`config.mk`:
```
export PLATFORM = sky130hd
export DESIGN_NAME = lsu_multicycle_flat
export DESIGN_NICKNAME = d
export VERILOG_FILES = /design/src/rtl/lsu_pkg.sv /design/src/rtl/lsu_if.sv /design/src/rtl/lsu_lane_align.sv /design/src/rtl/lsu_multicycle.sv /design/src/flat_wrapper.sv
export SDC_FILE = /design/constraint.sdc
export NUM_CORES = 1
export LEC_CHECK = 0
export CAP_MARGIN = 5
export CORE_MARGIN = 5
export CORE_UTILIZATION = 45
export DETAILED_ROUTE_END_ITERATION = 6
export HOLD_SLACK_MARGIN = 0.12
export PLACE_DENSITY = 0.8
export SLEW_MARGIN = 0
export SYNTH_ARGS = -nofsm -noshare
export SYNTH_HDL_FRONTEND = slang
export SYNTH_SLANG_ARGS = --single-unit
```
`constraint.sdc`:
```
create_clock -name clk -period 2.6 [get_ports clk]
set_input_delay 0.78 -clock clk [delete_from_list [all_inputs] [get_ports clk]]
set_output_delay 0.78 -clock clk [all_outputs]
set_load 0.01 [all_outputs]
```
`src/rtl/lsu_pkg.sv`:
```
// rtl/lsu_pkg.sv - shared constants, state enum and decode helpers for the multi-cycle LSU.
package lsu_pkg;

  localparam logic [2:0] F3_B  = 3'd0;
  localparam logic [2:0] F3_H  = 3'd1;
  localparam logic [2:0] F3_W  = 3'd2;
  localparam logic [2:0] F3_BU = 3'd4;
  localparam logic [2:0] F3_HU = 3'd5;

  localparam logic [1:0] ERR_NONE     = 2'd0;
  localparam logic [1:0] ERR_MISALIGN = 2'd1;
  localparam logic [1:0] ERR_BUS      = 2'd2;
  localparam logic [1:0] ERR_TIMEOUT  = 2'd3;

  localparam logic [1:0] SZ_B = 2'd0;
  localparam logic [1:0] SZ_H = 2'd1;
  localparam logic [1:0] SZ_W = 2'd2;

  typedef enum logic [1:0] {
    S_IDLE,
    S_REQ,
    S_WAIT,
    S_DONE
  } lsu_state_t;

  // Unknown encodings (3, 6, 7) fall through to word width.
  function automatic logic [1:0] access_size(input logic [2:0] funct3);
    case (funct3)
      F3_B, F3_BU: return SZ_B;
      F3_H, F3_HU: return SZ_H;
      F3_W:        return SZ_W;
      default:     return SZ_W;
    endcase
  endfunction

  function automatic logic is_misaligned(input logic [2:0] funct3, input logic [1:0] addr_lo);
    case (access_size(funct3))
      SZ_B:    return 1'b0;
      SZ_H:    return addr_lo[0];
      default: return addr_lo != 2'b00;
    endcase
  endfunction

endpackage

```
`src/rtl/lsu_if.sv`:
```
// rtl/lsu_if.sv - word-aligned memory request/response port between the LSU and memory.
interface lsu_if #(
  parameter int XLEN   = 32,
  parameter int ADDR_W = 32
) ();
  logic                mem_req_valid;
  logic                mem_req_ready;
  logic                mem_req_we;
  logic [ADDR_W-1:0]   mem_req_addr;
  logic [XLEN-1:0]     mem_req_wdata;
  logic [XLEN/8-1:0]   mem_req_wmask;
  logic                mem_resp_valid;
  logic [XLEN-1:0]     mem_resp_rdata;
  logic                mem_resp_err;

  modport master (
    output mem_req_valid, mem_req_we, mem_req_addr, mem_req_wdata, mem_req_wmask,
    input  mem_req_ready, mem_resp_valid, mem_resp_rdata, mem_resp_err
  );

  modport slave (
    input  mem_req_valid, mem_req_we, mem_req_addr, mem_req_wdata, mem_req_wmask,
    output mem_req_ready, mem_resp_valid, mem_resp_rdata, mem_resp_err
  );
endinterface

```
`src/rtl/lsu_lane_align.sv`:
```
// rtl/lsu_lane_align.sv - byte-lane placement for stores and lane extract/extend for loads.
module lsu_lane_align
  import lsu_pkg::*;
(
  input  logic [2:0]  funct3,
  input  logic [1:0]  addr_lo,
  input  logic [31:0] wdata,
  input  logic [31:0] rdata,
  output logic [31:0] st_wdata,
  output logic [3:0]  st_wmask,
  output logic [31:0] ld_data
);

  logic [1:0]  size;
  logic [15:0] shifted;

  assign size    = access_size(funct3);
  assign shifted = 16'(rdata >> {addr_lo, 3'b000});

  // funct3[2] marks the unsigned load variants.
  always_comb begin
    st_wdata = wdata;
    st_wmask = 4'hF;
    ld_data  = rdata;
    case (size)
      SZ_B: begin
        st_wdata = {4{wdata[7:0]}};
        st_wmask = 4'b0001 << addr_lo;
        ld_data  = funct3[2] ? {24'b0, shifted[7:0]} : {{24{shifted[7]}}, shifted[7:0]};
      end
      SZ_H: begin
        st_wdata = {2{wdata[15:0]}};
        st_wmask = 4'b0011 << addr_lo;
        ld_data  = funct3[2] ? {16'b0, shifted} : {{16{shifted[15]}}, shifted};
      end
      default: ;
    endcase
  end

endmodule

```
`src/rtl/lsu_multicycle.sv`:
```
// rtl/lsu_multicycle.sv - one-op-at-a-time load/store unit with variable-latency memory port.
module lsu_multicycle
  import lsu_pkg::*;
#(
  parameter int XLEN    = 32,
  parameter int ADDR_W  = 32,
  parameter int TIMEOUT = 255
) (
  input  logic              clk,
  input  logic              rst,
  input  logic              in_valid,
  output logic              in_ready,
  input  logic              in_is_load,
  input  logic              in_is_store,
  input  logic [2:0]        in_funct3,
  input  logic [ADDR_W-1:0] in_addr,
  input  logic [XLEN-1:0]   in_wdata,
  lsu_if.master             mem,
  output logic              out_valid,
  input  logic              out_ready,
  output logic [XLEN-1:0]   out_rdata,
  output logic [1:0]        out_err,
  output logic              busy
);

  localparam int CNT_W = (TIMEOUT > 0) ? $clog2(TIMEOUT + 1) : 1;
  localparam logic [CNT_W-1:0] TO_VAL = CNT_W'(TIMEOUT);

  lsu_state_t        state, state_nxt;
  logic              op_load, op_store;
  logic [2:0]        op_funct3;
  logic [ADDR_W-1:0] op_addr;
  logic [XLEN-1:0]   op_wdata;
  logic [CNT_W-1:0]  cnt;
  logic              drain;
  logic [31:0]       st_wdata, ld_data;
  logic [3:0]        st_wmask;
  logic              mem_op, misalign, resp_take, timeout_hit;

  assign mem_op      = in_is_load | in_is_store;
  assign misalign    = is_misaligned(in_funct3, in_addr[1:0]);
  // A response owed to a timed-out request must never complete a later op.
  assign resp_take   = mem.mem_resp_valid && !drain;
  assign timeout_hit = (TIMEOUT != 0) && (cnt == TO_VAL);

  assign in_ready  = (state == S_IDLE);
  assign busy      = (state != S_IDLE);
  assign out_valid = (state == S_DONE);

  assign mem.mem_req_valid = (state == S_REQ);
  assign mem.mem_req_we    = op_store;
  assign mem.mem_req_addr  = {op_addr[ADDR_W-1:2], 2'b00};
  assign mem.mem_req_wdata = st_wdata;
  assign mem.mem_req_wmask = op_store ? st_wmask : 4'h0;

  lsu_lane_align u_align (
    .funct3   (op_funct3),
    .addr_lo  (op_addr[1:0]),
    .wdata    (op_wdata),
    .rdata    (mem.mem_resp_rdata),
    .st_wdata (st_wdata),
    .st_wmask (st_wmask),
    .ld_data  (ld_data)
  );

  always_ff @(posedge clk or negedge rst) begin
    if (!rst) state <= S_IDLE;
    else      state <= state_nxt;
  end

  always_comb begin
    state_nxt = state;
    case (state)
      S_IDLE: if (in_valid) state_nxt = (!mem_op || misalign) ? S_DONE : S_REQ;
      S_REQ:  if (mem.mem_req_ready) state_nxt = S_WAIT;
      S_WAIT: if (resp_take || timeout_hit) state_nxt = S_DONE;
      S_DONE: if (out_ready) state_nxt = S_IDLE;
      default: state_nxt = S_IDLE;
    endcase
  end

  always_ff @(posedge clk or negedge rst) begin
    if (!rst) begin
      op_load   <= 1'b0;
      op_store  <= 1'b0;
      op_funct3 <= 3'd0;
      op_addr   <= '0;
      op_wdata  <= '0;
      cnt       <= '0;
      drain     <= 1'b0;
      out_rdata <= '0;
      out_err   <= ERR_NONE;
    end else begin
      if (drain && mem.mem_resp_valid) drain <= 1'b0;
      case (state)
        S_IDLE: if (in_valid) begin
          op_load   <= in_is_load;
          op_store  <= in_is_store & ~in_is_load;
          op_funct3 <= in_funct3;
          op_addr   <= in_addr;
          op_wdata  <= in_wdata;
          out_rdata <= '0;
          out_err   <= (mem_op && misalign) ? ERR_MISALIGN : ERR_NONE;
        end
        S_REQ: if (mem.mem_req_ready) cnt <= '0;
        S_WAIT: begin
          if (resp_take) begin
            out_err   <= mem.mem_resp_err ? ERR_BUS : ERR_NONE;
            out_rdata <= (mem.mem_resp_err || !op_load) ? '0 : ld_data;
          end else if (timeout_hit) begin
            out_err   <= ERR_TIMEOUT;
            out_rdata <= '0;
            drain     <= 1'b1;
          end else begin
            cnt <= cnt + 1'b1;
          end
        end
        S_DONE: if (out_ready) begin
          out_rdata <= '0;
          out_err   <= ERR_NONE;
        end
        default: ;
      endcase
    end
  end

endmodule

```
`src/flat_wrapper.sv`:
```
// flat-port wrapper written by rule: the top's interface ports become plain ports
module lsu_multicycle_flat import lsu_pkg::*;
#(
  parameter int XLEN    = 32,
  parameter int ADDR_W  = 32,
  parameter int TIMEOUT = 255
)
  (clk, rst, in_valid, in_ready, in_is_load, in_is_store, in_funct3, in_addr, in_wdata, out_valid, out_ready, out_rdata, out_err, busy, mem_mem_req_valid, mem_mem_req_we, mem_mem_req_addr, mem_mem_req_wdata, mem_mem_req_wmask, mem_mem_req_ready, mem_mem_resp_valid, mem_mem_resp_rdata, mem_mem_resp_err);
  lsu_if #(.XLEN(XLEN), .ADDR_W(ADDR_W)) mem_i ();
  input  logic clk;
  input  logic rst;
  input  logic in_valid;
  output logic in_ready;
  input  logic in_is_load;
  input  logic in_is_store;
  input  logic [2:0] in_funct3;
  input  logic [ADDR_W-1:0] in_addr;
  input  logic [XLEN-1:0] in_wdata;
  output logic out_valid;
  input  logic out_ready;
  output logic [XLEN-1:0] out_rdata;
  output logic [1:0] out_err;
  output logic busy;
  output wire logic [$bits(mem_i.mem_req_valid)-1:0] mem_mem_req_valid;
  output wire logic [$bits(mem_i.mem_req_we)-1:0] mem_mem_req_we;
  output wire logic [$bits(mem_i.mem_req_addr)-1:0] mem_mem_req_addr;
  output wire logic [$bits(mem_i.mem_req_wdata)-1:0] mem_mem_req_wdata;
  output wire logic [$bits(mem_i.mem_req_wmask)-1:0] mem_mem_req_wmask;
  input wire logic [$bits(mem_i.mem_req_ready)-1:0] mem_mem_req_ready;
  input wire logic [$bits(mem_i.mem_resp_valid)-1:0] mem_mem_resp_valid;
  input wire logic [$bits(mem_i.mem_resp_rdata)-1:0] mem_mem_resp_rdata;
  input wire logic [$bits(mem_i.mem_resp_err)-1:0] mem_mem_resp_err;
  assign mem_mem_req_valid = mem_i.mem_req_valid;
  assign mem_mem_req_we = mem_i.mem_req_we;
  assign mem_mem_req_addr = mem_i.mem_req_addr;
  assign mem_mem_req_wdata = mem_i.mem_req_wdata;
  assign mem_mem_req_wmask = mem_i.mem_req_wmask;
  assign mem_i.mem_req_ready = mem_mem_req_ready;
  assign mem_i.mem_resp_valid = mem_mem_resp_valid;
  assign mem_i.mem_resp_rdata = mem_mem_resp_rdata;
  assign mem_i.mem_resp_err = mem_mem_resp_err;
  lsu_multicycle #(.XLEN(XLEN), .ADDR_W(ADDR_W), .TIMEOUT(TIMEOUT)) u_core (.clk(clk), .rst(rst), .in_valid(in_valid), .in_ready(in_ready), .in_is_load(in_is_load), .in_is_store(in_is_store), .in_funct3(in_funct3), .in_addr(in_addr), .in_wdata(in_wdata), .mem(mem_i), .out_valid(out_valid), .out_ready(out_ready), .out_rdata(out_rdata), .out_err(out_err), .busy(busy));
endmodule
```
==> flow_summary.yaml, run 1 <==
status:
  outcome: "complete, but fails checks"
  violations: "setup timing"
placed_design:
  placed_cell_area_um2: 8140
  place.gp.congestion: 0.863
  hpwlAfterDp_um: 12200
  io_buffers: 212
timing:
  max_freq_ghz: 0.385
  hold_violations: 0
  post-route-period-util: 1.00
  finalSetupViolations: 1
  drv_slew: 0
  rsz0062_at_grt: "yes"
  setup_tns_ns: -0.000102
  fin_crit_ns: 2.60
  finalClockSkew_ns: 0.00749
  timing.final.ws_setup_ns: -0.000102
clocking:
  clkTransAtPathRegs_ns: 0.05
  cts_tree: "yes"
  clk-insertion-delay-late_ns: 0.41
  cts_made_buffers: 17
  cts_hold_buffers: 0
  ctsHtreeMaxLevel: 4
  clockBufferDepth: 2
  cts-root-buf: "clkbuf_16"
  cts_sinks: 114
critical_path:
  cp_max_fo: 13
  crit_start: "u_core.op_funct3[1]"
  r2r-end: "u_core.out_rdata[11]"
  worstPathRequired_ns: 1.82
  r2r-start: "u_core.op_addr[1]"
  crit_arrival_ns: 1.82
  crit_path_end_kind: "primary output"
  critical_path_class: "register to primary output"
  r2r_cells: 6
  reg2reg_setup_slack_ns: 0.41
  worstSetupStartpointType: "register"
yosys:
  ys_top_cells_by_area: "dfrtp_1 48%, mux2_2 17%, buf_4 5.2%"
  synth-edff-count: 0
  synth_area_um2: 5940
  yosysSeqAreaShare: 0.480
  synth_cell_type_count: 51
  syn_inst: 504
  synth_seq_cells: 114
  synth_ff_type: "dfrtp_1"
  async_reset_ff_frac: 1.00
  ys_warn_count: 0
  synth_top_area_share: 0.480
  postSynthAreaPerCell_um2: 11.8
  yosysTopAreaCell: "dfrtp_1"
routing:
  drtAntennaViolNets: 0
  drt_iter0_drc: 359
  vias_per_cell: 5.45
  remaining_drc_errors: 0
  wire_per_inst_um: 18.7
  dr.pass1.iters: 5
  wirelength_um: 16500
  dr_total_vias: 4826
power:
  power.density_nw_per_um2: 1210
  power_leakage_uw: 0.00385
  vdd_drop_max_v: 0.000938
worst_hold_path:
  hold_path_class: "primary input to async pin"
final_layout:
  finalNetCount: 809
  seqCellArea_um2: 2850
  drive_gt1_frac: 0.248
  nFillCells: 952
  fin_area_um2: 8830
  multi_input_area_um2: 2630
  area_delta_synth_final_pct: 48.5
  diodes: 0
global_routing:
  grt_pass1_wl_um: 26400
  globalRouteTotalUtil: 0.211
  grt.overflow.total: 0
  antenna_found_initial: 0
  grt_max_degree: 40
  grt_pass1_vias: 5025
die:
  die_h_um: 125
  coreArea_um2: 13100
  pin_count: 215
  core.rowCount: 42
  die-area_um2: 15600
  die_x_um: 125
  start_util: 0.454
flow_run:
  maxCapViolations: 0
layout by cell type, fill, tap and decap left out, types with 3 or more instances in the layout:
cell,n
dfrtp_1,113
buf_4,21
bufinv_16,4
dlygate4sd2_1,16
clkbuf_16,17
nand4_1,3
o22ai_1,3
nand2b_1,8
nor3b_1,7
a21oi_1,11
or3_1,3
clkbuf_8,5
o21ai_0,21
mux2_2,88
o311ai_0,4
nor2b_1,4
a221o_1,23
nand2_1,17
nand3_1,5
o41ai_1,4
clkdlybuf4s50_1,186
inv_1,9
dlymetal6s2s_1,5
o211a_1,7
nand3b_1,9
buf_12,7
o41ai_2,7
nor4_1,8
nor2_1,23
mux2i_1,16
clkinv_2,3
ha_1,3
buf_6,4
synthesized netlist by cell type (3+ instances only):
| cell type | count |
|---|---|
| o41ai_2 | 7 |
| buf_1 | 10 |
| inv_1 | 9 |
| nor2_1 | 24 |
| nand4_1 | 3 |
| o22ai_1 | 3 |
| dfrtp_1 | 114 |
| nand2b_1 | 8 |
| a221o_1 | 23 |
| ha_1 | 5 |
| buf_6 | 4 |
| nor2b_1 | 4 |
| nand3_1 | 5 |
| o211a_1 | 7 |
| nand3b_1 | 9 |
| or2_2 | 3 |
| buf_2 | 3 |
| o21ai_0 | 21 |
| nor4_1 | 8 |
| clkbuf_1 | 14 |
| nand2_1 | 18 |
| o311ai_0 | 4 |
| mux2_2 | 88 |
| mux2i_1 | 16 |
| buf_4 | 41 |
| nor3b_1 | 7 |
| or3_1 | 3 |
| a21oi_1 | 12 |
| o41ai_1 | 4 |
sequential cells by signal, indices dropped and copies added, names as in the netlist:
register               cells
u_core.mem.mem_req_we      1
u_core.op_wdata           32
u_core.out_rdata          32
u_core.op_funct3           3
u_core.cnt                 8
u_core.op_addr            32
u_core.op_load             1
u_core.drain               1
u_core.out_err             2
u_core.state               2
stage by stage:
| step | hold WS, ns | util | instances | power (uW) | worst slack [ns] |
|---|---|---|---|---|---|
| finish | 0.326 | 0.675 | 885 | 10600 | -0.000102 |
| floorplan | 0.474 | - | 505 | 6150 | 0.286 |
| global placement | 0.485 | 0.622 | 851 | 8080 | -0.0392 |
| CTS | 0.327 | 0.672 | 884 | 10700 | -0.0823 |
| detailed placement | 0.483 | 0.622 | 851 | 8220 | -0.0738 |
| global route | 0.348 | 0.675 | 885 | 11200 | -0.0569 |
power breakdown:
group | leakage (uW) | switching (uW) | internal (uW)
clock network | 0.000315 | 797 | 1720
logic | 0.00210 | 2420 | 2800
registers | 0.00144 | 463 | 2450
critical path: stages (launching register included):
cell and delay (ns):
dfrtp_2 0.42, buf_6 0.17, mux2_2 0.34, clkdlybuf4s50_1 0.48
worst max path at each step:
stage,end,slack [ns],cells past startpoint
floorplan,u_core.out_rdata[10],0.29,9
finish,mem_mem_req_wdata[22],-0.0001,3
CTS,mem_mem_req_wdata[20],-0.08,3
global route,mem_mem_req_wdata[19],-0.06,3
global placement,u_core.out_rdata[22],-0.04,6
detailed placement,u_core.out_rdata[11],-0.07,6
area by class of cell:
type / count / share of cell area
repair buffers: 244 / 0.277
clock buffers: 23 / 0.0564
inverters: 9 / 0.00383
clock inverters: 9 / 0.0170
flip-flops and latches: 114 / 0.323
multi-input cells: 310 / 0.298
well taps: 176 / 0.0250
cell families (layout without fill, tap and decap cells):
family / after synthesis / after routing / synth area share
AND/OR/NAND/NOR: 101 / 101 / 0.0958
multiplexers: 104 / 104 / 0.194
buffers and inverters: 81 / 285 / 0.0828
adder cells (fa/ha/maj): 5 / 5 / 0.0105
XOR/XNOR: 1 / 1 / 0.00147
AO/OA/AOI/OAI: 97 / 97 / 0.135
other: 1 / 2 / 0.000631
flip-flops: 114 / 114 / 0.480
metal layers:
layer | wire [um] | share of wire | up-vias | GRT usage
met3 | 1490 | 0.090 | 31 | 0.0875
met2 | 8090 | 0.49 | 208 | 0.349
li1 | - | - | 2219 | -
met4 | 332 | 0.020 | 0 | 0.0791
met1 | 6600 | 0.40 | 2368 | 0.245
met5 | 0 | 0 | - | 0
timing repair:
item | 4_1_cts | 5_1_grt
pin swaps | 0 | 0
setup endpoints to repair | 30 | 13
setup buffers | 1 | 1
gates resized for setup | 32 | 16
Note: power is estimated with default switching activity, not from simulation.
==> run 2: changes to the inputs <==
Settings changed: CORE_UTILIZATION 45 to 64, CTS_CLUSTER_DIAMETER set to 40, DONT_BUFFER_PORTS set to 1, PLACE_DENSITY 0.8 to 0.79.
Clock period 2.6 ns to 2.7 ns, I/O delays scaled along.
==> flow_summary.yaml, run 2 (synthesis gave the netlist of run 1 again) <==
critical_path:
  r2r-start: "u_core.state[0]"
  crit_start: "u_core.op_funct3[1]"
  crit_path_end_kind: "primary output"
  crit_cells: 2
  endpoint: "mem_mem_req_wdata[21]"
  critical_path_class: "register to primary output"
  worstPathRequired_ns: 1.89
  reg2reg_setup_slack_ns: 0.49
  cp_max_fo: 25
  crit_family: "flip-flops"
  slowest_delay_ns: 0.50
  crit_path_top_delay_cell: "dfrtp_2"
  r2r-end: "u_core.out_err[0]"
  critPathBufInv: 1
  crit_chain: "buf_4 > mux2_2"
  worstSetupStartpointType: "register"
  r2r_cells: 7
  crit_arrival_ns: 1.75
clocking:
  cts_made_buffers: 17
  clkTransAtPathRegs_ns: 0.06
  cts_setup_buffers: 0
  cts_sinks: 114
  clockBufferDepth: 2
  cts_tree: "yes"
  clk-insertion-delay-late_ns: 0.50
  cts-root-buf: "clkbuf_8"
  ctsHtreeMaxLevel: 4
routing:
  vias_per_cell: 6.59
  dr_total_vias: 3925
  wire_per_inst_um: 23.5
  dr.pass1.iters: 5
  wirelength_um: 14000
  drt_iter0_drc: 211
  remaining_drc_errors: 0
  drtAntennaViolNets: 0
placed_design:
  post-place-ws_ns: 0.440
  hpwlAfterDp_um: 10200
  place.gp.congestion: 0.807
  io_buffers: 0
  placed_cell_area_um2: 5780
timing:
  post-route-period-util: 0.949
  finalSetupViolations: 0
  rsz0062_at_grt: "no"
  max_freq_ghz: 0.390
  hold_violations: 13
  finalClockSkew_ns: 0.0118
  timing.final.ws_setup_ns: 0.139
  relSlewSlack: 0.630
  hold_slack_ns: -0.00157
  worst_pin_slew_ns: 0.554
  drv_slew: 0
  fin_crit_ns: 2.56
  setup_tns_ns: 0
power:
  power_leakage_uw: 0.00280
  vdd_drop_max_v: 0.000720
  power.density_nw_per_um2: 1300
final_layout:
  largestRegisters: "u_core.op_addr x32, u_core.op_wdata x32, u_core.out_rdata x32"
  layout_common_cells: "112 x dfrtp_1, 88 x mux2_2, 24 x nor2_1"
  nFillCells: 653
  finalNetCount: 585
  mostFrequentLayoutCell: "dfrtp_1"
  drive_gt1_frac: 0.324
  multi_input_area_um2: 2600
  fin_area_um2: 6320
  seqCellArea_um2: 2860
  area_delta_synth_final_pct: 6.36
  diodes: 0
die:
  start_util: 0.649
  die_x_um: 106
  die-area_um2: 11300
  pin_count: 215
  core.rowCount: 35
  die_h_um: 106
  coreArea_um2: 9150
global_routing:
  grt_pass1_vias: 4158
  grt.overflow.total: 0
  antenna_found_initial: 0
  grt.met3_usage: 0.104
  grt-busiest-layer: "met2"
  globalRouteTotalUtil: 0.249
  grt_use_met2: 0.423
  use_met1: 0.285
  grt_pass1_wl_um: 22200
  grt_max_degree: 115
status:
  violations: "hold timing"
  outcome: "complete, but fails checks"
flow_run:
  maxCapViolations: 0
worst_hold_path:
  hold_path_class: "primary input to async pin"
-- run 2: changes by cell type in the layout (fill, tap and decap cells not counted), sizes merged --
| cell | delta |
|---|---|
| dlymetal6s2s | -5 |
| clkinvlp | +2 |
| inv | +7 |
| clkdlybuf4s50 | -186 |
| dlygate4sd2 | -16 |
| buf | -15 |
| bufinv | -4 |
| clkbuf | -8 |
| clkinv | +1 |
-- run 2: worst min-delay path by stage --
| stage | slack [ns] | endpoint | startpoint | cells past startpoint |
|---|---|---|---|---|
| 2_1_floorplan | 0.47 | u_core.op_wdata[16] | u_core.op_wdata[16] | 1 |
| 3_3_place_gp | 0.48 | u_core.op_wdata[19] | u_core.op_wdata[19] | 1 |
| 3_5_place_dp | 0.49 | u_core.op_wdata[17] | u_core.op_wdata[17] | 1 |
| 4_1_cts | -0.02 | u_core.op_addr[14] | rst | 0 |
| 5_1_grt | -0.03 | u_core.op_addr[8] | rst | 0 |
| 6_report | -0.002 | u_core.out_rdata[27] | rst | 0 |
-- run 2: where the power goes --
group	internal [uW]	switching (uW)	total, uW
combinational	1400	1660	3070
sequential	2360	781	3140
clock	1150	857	2010
-- run 2: per-stage QoR --
step | utilization | cells | power (uW)
after floorplan | - | 505 | 5920
after global placement | 0.631 | 564 | 6070
after detailed placement | 0.631 | 564 | 6220
after CTS | 0.690 | 596 | 8250
after global routing | 0.690 | 596 | 8720
final | 0.690 | 596 | 8210
-- run 2: final cells by class --
| class | instances | area share |
|---|---|---|
| clock buffer | 17 | 0.0655 |
| clock inverter | 15 | 0.0196 |
| inverter | 9 | 0.00535 |
| multi-input combinational | 310 | 0.412 |
| sequential | 114 | 0.452 |
| tap | 111 | 0.0220 |
| timing repair buffer | 20 | 0.0238 |
-- run 2: metal layers --
layer  part of all wire  wire, um
met5                  0         0
met4              0.016       231
met3              0.098      1380
met2               0.52      7240
met1               0.37      5180
-- run 2: repair_timing --
action | CTS | global route
endpoints found under the setup margin | 12 | 0
hold endpoints to repair | 114 | 114
gates resized for setup | 2 | 0
==> RTL edit 1, RTL diff (config.mk and constraints of run 2) <==
`ADDR_W` is set to 32 in 3 places; all go to 28.
--- a/src/rtl/lsu_if.sv
+++ b/src/rtl/lsu_if.sv
@@ -3,3 +3,3 @@
   parameter int XLEN   = 32,
-  parameter int ADDR_W = 32
+  parameter int ADDR_W = 28
 ) ();
--- a/src/rtl/lsu_multicycle.sv
+++ b/src/rtl/lsu_multicycle.sv
@@ -5,3 +5,3 @@
   parameter int XLEN    = 32,
-  parameter int ADDR_W  = 32,
+  parameter int ADDR_W  = 28,
   parameter int TIMEOUT = 255
--- a/src/flat_wrapper.sv
+++ b/src/flat_wrapper.sv
@@ -4,3 +4,3 @@
   parameter int XLEN    = 32,
-  parameter int ADDR_W  = 32,
+  parameter int ADDR_W  = 28,
   parameter int TIMEOUT = 255
Interface: changed (resized in_addr and mem_mem_req_addr); port bits go from 215 to 207. The function was not compared with the original's and may differ.
==> RTL edit 1 against run 2 <==
  * Die area down 2.1%
  * Sequential cell count down 4
  * Power down 14%
  * Worst setup slack better by 55 ps
  * Cell area down 6.9%
  * Synthesized area down 2.4%
  * Wire length up 0.97%
  * Final cell count up 0.50%
  * Critical path type unchanged
==> RTL edit 1: results (changes against run 2) <==
Power
  • IR drop worst, VDD: 0.707 mV (was 0.720 mV)
  • LEAKAGE: 2.58 nW (was 2.80 nW)
  • Switch share: 43.0% (was 40.2%)

Synth
  • Compound-Gate Fraction of Synth Area: 11.8% (was 13.5%)
  • Gate Count Post-Synth: 524 (was 504)
  • Adder-Cell Fraction of Synth Area: 1.08% (was 1.05%)
  • Post-synthesis sequential area ratio: 47.4% (was 48.0%)
  • XOR/XNOR share of the synthesized area: 0.151% (was 0.147%)

Global route
  • Vias in the first global route: 4246 (was 4158)
  • First-pass GRT wire length: 22.8 mm (was 22.2 mm)
  • Largest net degree at the start of global routing: 111 (was 115)

Final layout
  • Biggest regs: u_core.op_wdata (32), u_core.out_rdata (32), u_core.op_addr (28) (was u_core.op_addr (32), u_core.op_wdata (32), u_core.out_rdata (32))
  • Fillers: 662 (was 653)

Place
  • Placed inst area: 5690 sq um (was 5780 sq um)
  • GPL Wtd Cong: 0.830 (was 0.807)
  • Hpwl dp: 10.6 mm (was 10.2 mm)
  • Pre-CTS setup slack: 391 ps (was 440 ps)

Drt
  • Initial DRC count: 196 (was 211)
  • Vias: 4006 (was 3925)

Critical path
  • Crit path to: mem_mem_req_wmask[2] (was mem_mem_req_wdata[21])
  • Slowest stage delay, CP: 390 ps (was 500 ps)
  • R2R Setup Slk: 370 ps (was 490 ps)
  • Crit-path max FO: 28 (was 25)
  • Reg-to-reg endpoint: u_core.out_rdata[16] (was u_core.out_err[0])
  • Slowest stage cell, crit path: dfrtp_1 (was dfrtp_2)

Clocking
  • Clock buffer count from CTS: 9 (was 17)
  • Worst-Skew Late Latency: 380 ps (was 500 ps)
  • H-Tree Depth: 3 (was 4)
  • Gates resized, CTS repair: 0 (was 2)

STA
  • Skew final: 8.57 ps (was 11.8 ps)

Status
  • Status: completed (was complete, but fails checks)
-- RTL edit 1: cell count changes in the layout (fill, tap and decap cells not counted), sizes merged, moves of 5 or more --
cell    before  now
o221ai       0    6
a221o       23    7
a21oi       12    7
nand3b       9    4
clkbuf      17    9
nand3        5   37
o21ai       21   41
o32ai        1    6
-- RTL edit 1: through the flow --
stage          utilization, %  total power, mW  hold slack [ps]
3_3_place_gp             64.9             5.99              481
3_5_place_dp             64.9             6.15              491
5_1_grt                  67.1             7.54             83.6
4_1_cts                  67.1             7.10             97.8
6_report                 67.1             7.05              110
2_1_floorplan               -             5.62              474
-- RTL edit 1: cell type report --
cell class,count,area share [%]
tap,108,2.30
inverter,9,0.574
multi-input combinational,338,44.6
timing repair buffer,18,2.51
clock buffer,9,2.11
clock inverter,7,1.13
sequential,110,46.8
-- RTL edit 1: routing by layer --
layer	vias to the layer above	track usage [%]	wire length, um
met2	190	41.6	7120
met1	1982	30.8	5200
li1	1813	-	-
met5	-	0	0
met4	0	7.95	290
met3	21	11.2	1550
==> RTL edit 2, RTL diff (config.mk and constraints of run 2) <==
Without the edit above. The 4 states of `lsu_state_t` get a one-hot encoding in 4 bits.
--- a/src/rtl/lsu_pkg.sv
+++ b/src/rtl/lsu_pkg.sv
@@ -18,7 +18,7 @@
 
-  typedef enum logic [1:0] {
-    S_IDLE,
-    S_REQ,
-    S_WAIT,
-    S_DONE
+  typedef enum logic [3:0] {
+    S_IDLE = 4'b0001,
+    S_REQ  = 4'b0010,
+    S_WAIT = 4'b0100,
+    S_DONE = 4'b1000
   } lsu_state_t;
Check against the original RTL: no difference found for any inputs over 4 cycles, from zero or initial values and one cycle with rst low; so few cycles prove little.
==> RTL edit 2 against run 2 <==
  * Final cell count grew 9.4%
  * Sequential share of layout area fell by 0.35 points
  * First-iteration DRC count up 17%
  * Sequential cell count up 2
  * Worst setup slack worse by 18 ps
  * Cell area up 2.6%
  * Non-clock buffer count is 3 higher
  * Count of clock-buffer cells in the layout did not move
  * Synthesized area grew 1.2%
  * Global-route usage increased by 0.62 points
  * Wire length increased by 2.4%
  * Clock power up 10%
  * Power is 2.0% higher
==> RTL edit 2: results (changes against run 2) <==
Final layout
  • Clock-cell share: 9.15% (was 8.51%)
  • Buffers, non-clock: 23 (was 20)
  • FF+latch area: 2910 sq um (was 2860 sq um)
  • Layout non-clock buf frac: 2.86% (was 2.38%)
  • Number of sequential cells: 116 (was 114)
  • Final nets: 638 (was 585)
  • Inverters: 18 (was 9)
  • Multi-input gates: 353 (was 310)

Drt
  • Met2 Wirelength: 7.45 mm (was 7.24 mm)
  • Routed wl met3: 1.38 mm (about the same)

Global route
  • Total track usage: 25.5% (was 24.9%)
  • Grt met1 use: 31.0% (was 28.5%)
  • First-pass GRT wire length: 23.1 mm (was 22.2 mm)
  • Global routing usage on met3: 9.09% (was 10.4%)

Critical path
  • CP startpoint: u_core.op_funct3[0] (was u_core.op_funct3[1])
  • Crit-path max FO: 9 (was 25)
  • R2R Setup Slk: 450 ps (was 490 ps)
  • Crit path to: mem_mem_req_wdata[12] (was mem_mem_req_wdata[21])

Synth
  • Synth top cells by count: 115 x dfrtp_1, 85 x mux2_2, 61 x o21ai_0 (was 114 x dfrtp_1, 88 x mux2_2, 41 x buf_4)

Clocking
  • Gates resized, CTS repair: 1 (was 2)

Status
  • Status: completed (was complete, but fails checks)

STA
  • Period utilization: 95.5% (was 94.9%)
  • Least-Margin Pin Slew: 543 ps (was 554 ps)

Power
  • LEAKAGE: 2.84 nW (was 2.80 nW)
  • IR drop worst, VDD: 0.872 mV (was 0.720 mV)
==> RTL edit 2: cell types whose count changed after synthesis, moves of 7 or more <==
cell      before  now
o221ai_1       0    7
nand2_1       18   53
a21oi_1       12   27
o21ai_0       21   61
o41ai_2        7    0
nor4_1         8    0
a221o_1       23    0
inv_1          9   18
==> RTL edit 2: power groups by stage <==
stage	Clock, mW	Sequential (mW)	Combinational (mW)
floorplan	0	2.73	3.01
global placement	0	3.06	2.90
detailed placement	0	3.10	3.02
CTS	2.26	3.09	3.04
global route	2.35	3.18	3.34
finish	2.22	3.09	3.06
==> RTL edit 2: per-stage QoR <==
step / hold WS, ps / instance area, sq um / power [mW]
after floorplan: 468 / 6020 / 5.73
after global placement: 482 / 5860 / 5.95
after detailed placement: 490 / 5860 / 6.13
after CTS: -23.5 / 6460 / 8.39
after global routing: -24.1 / 6480 / 8.87
final: 4.75 / 6480 / 8.38
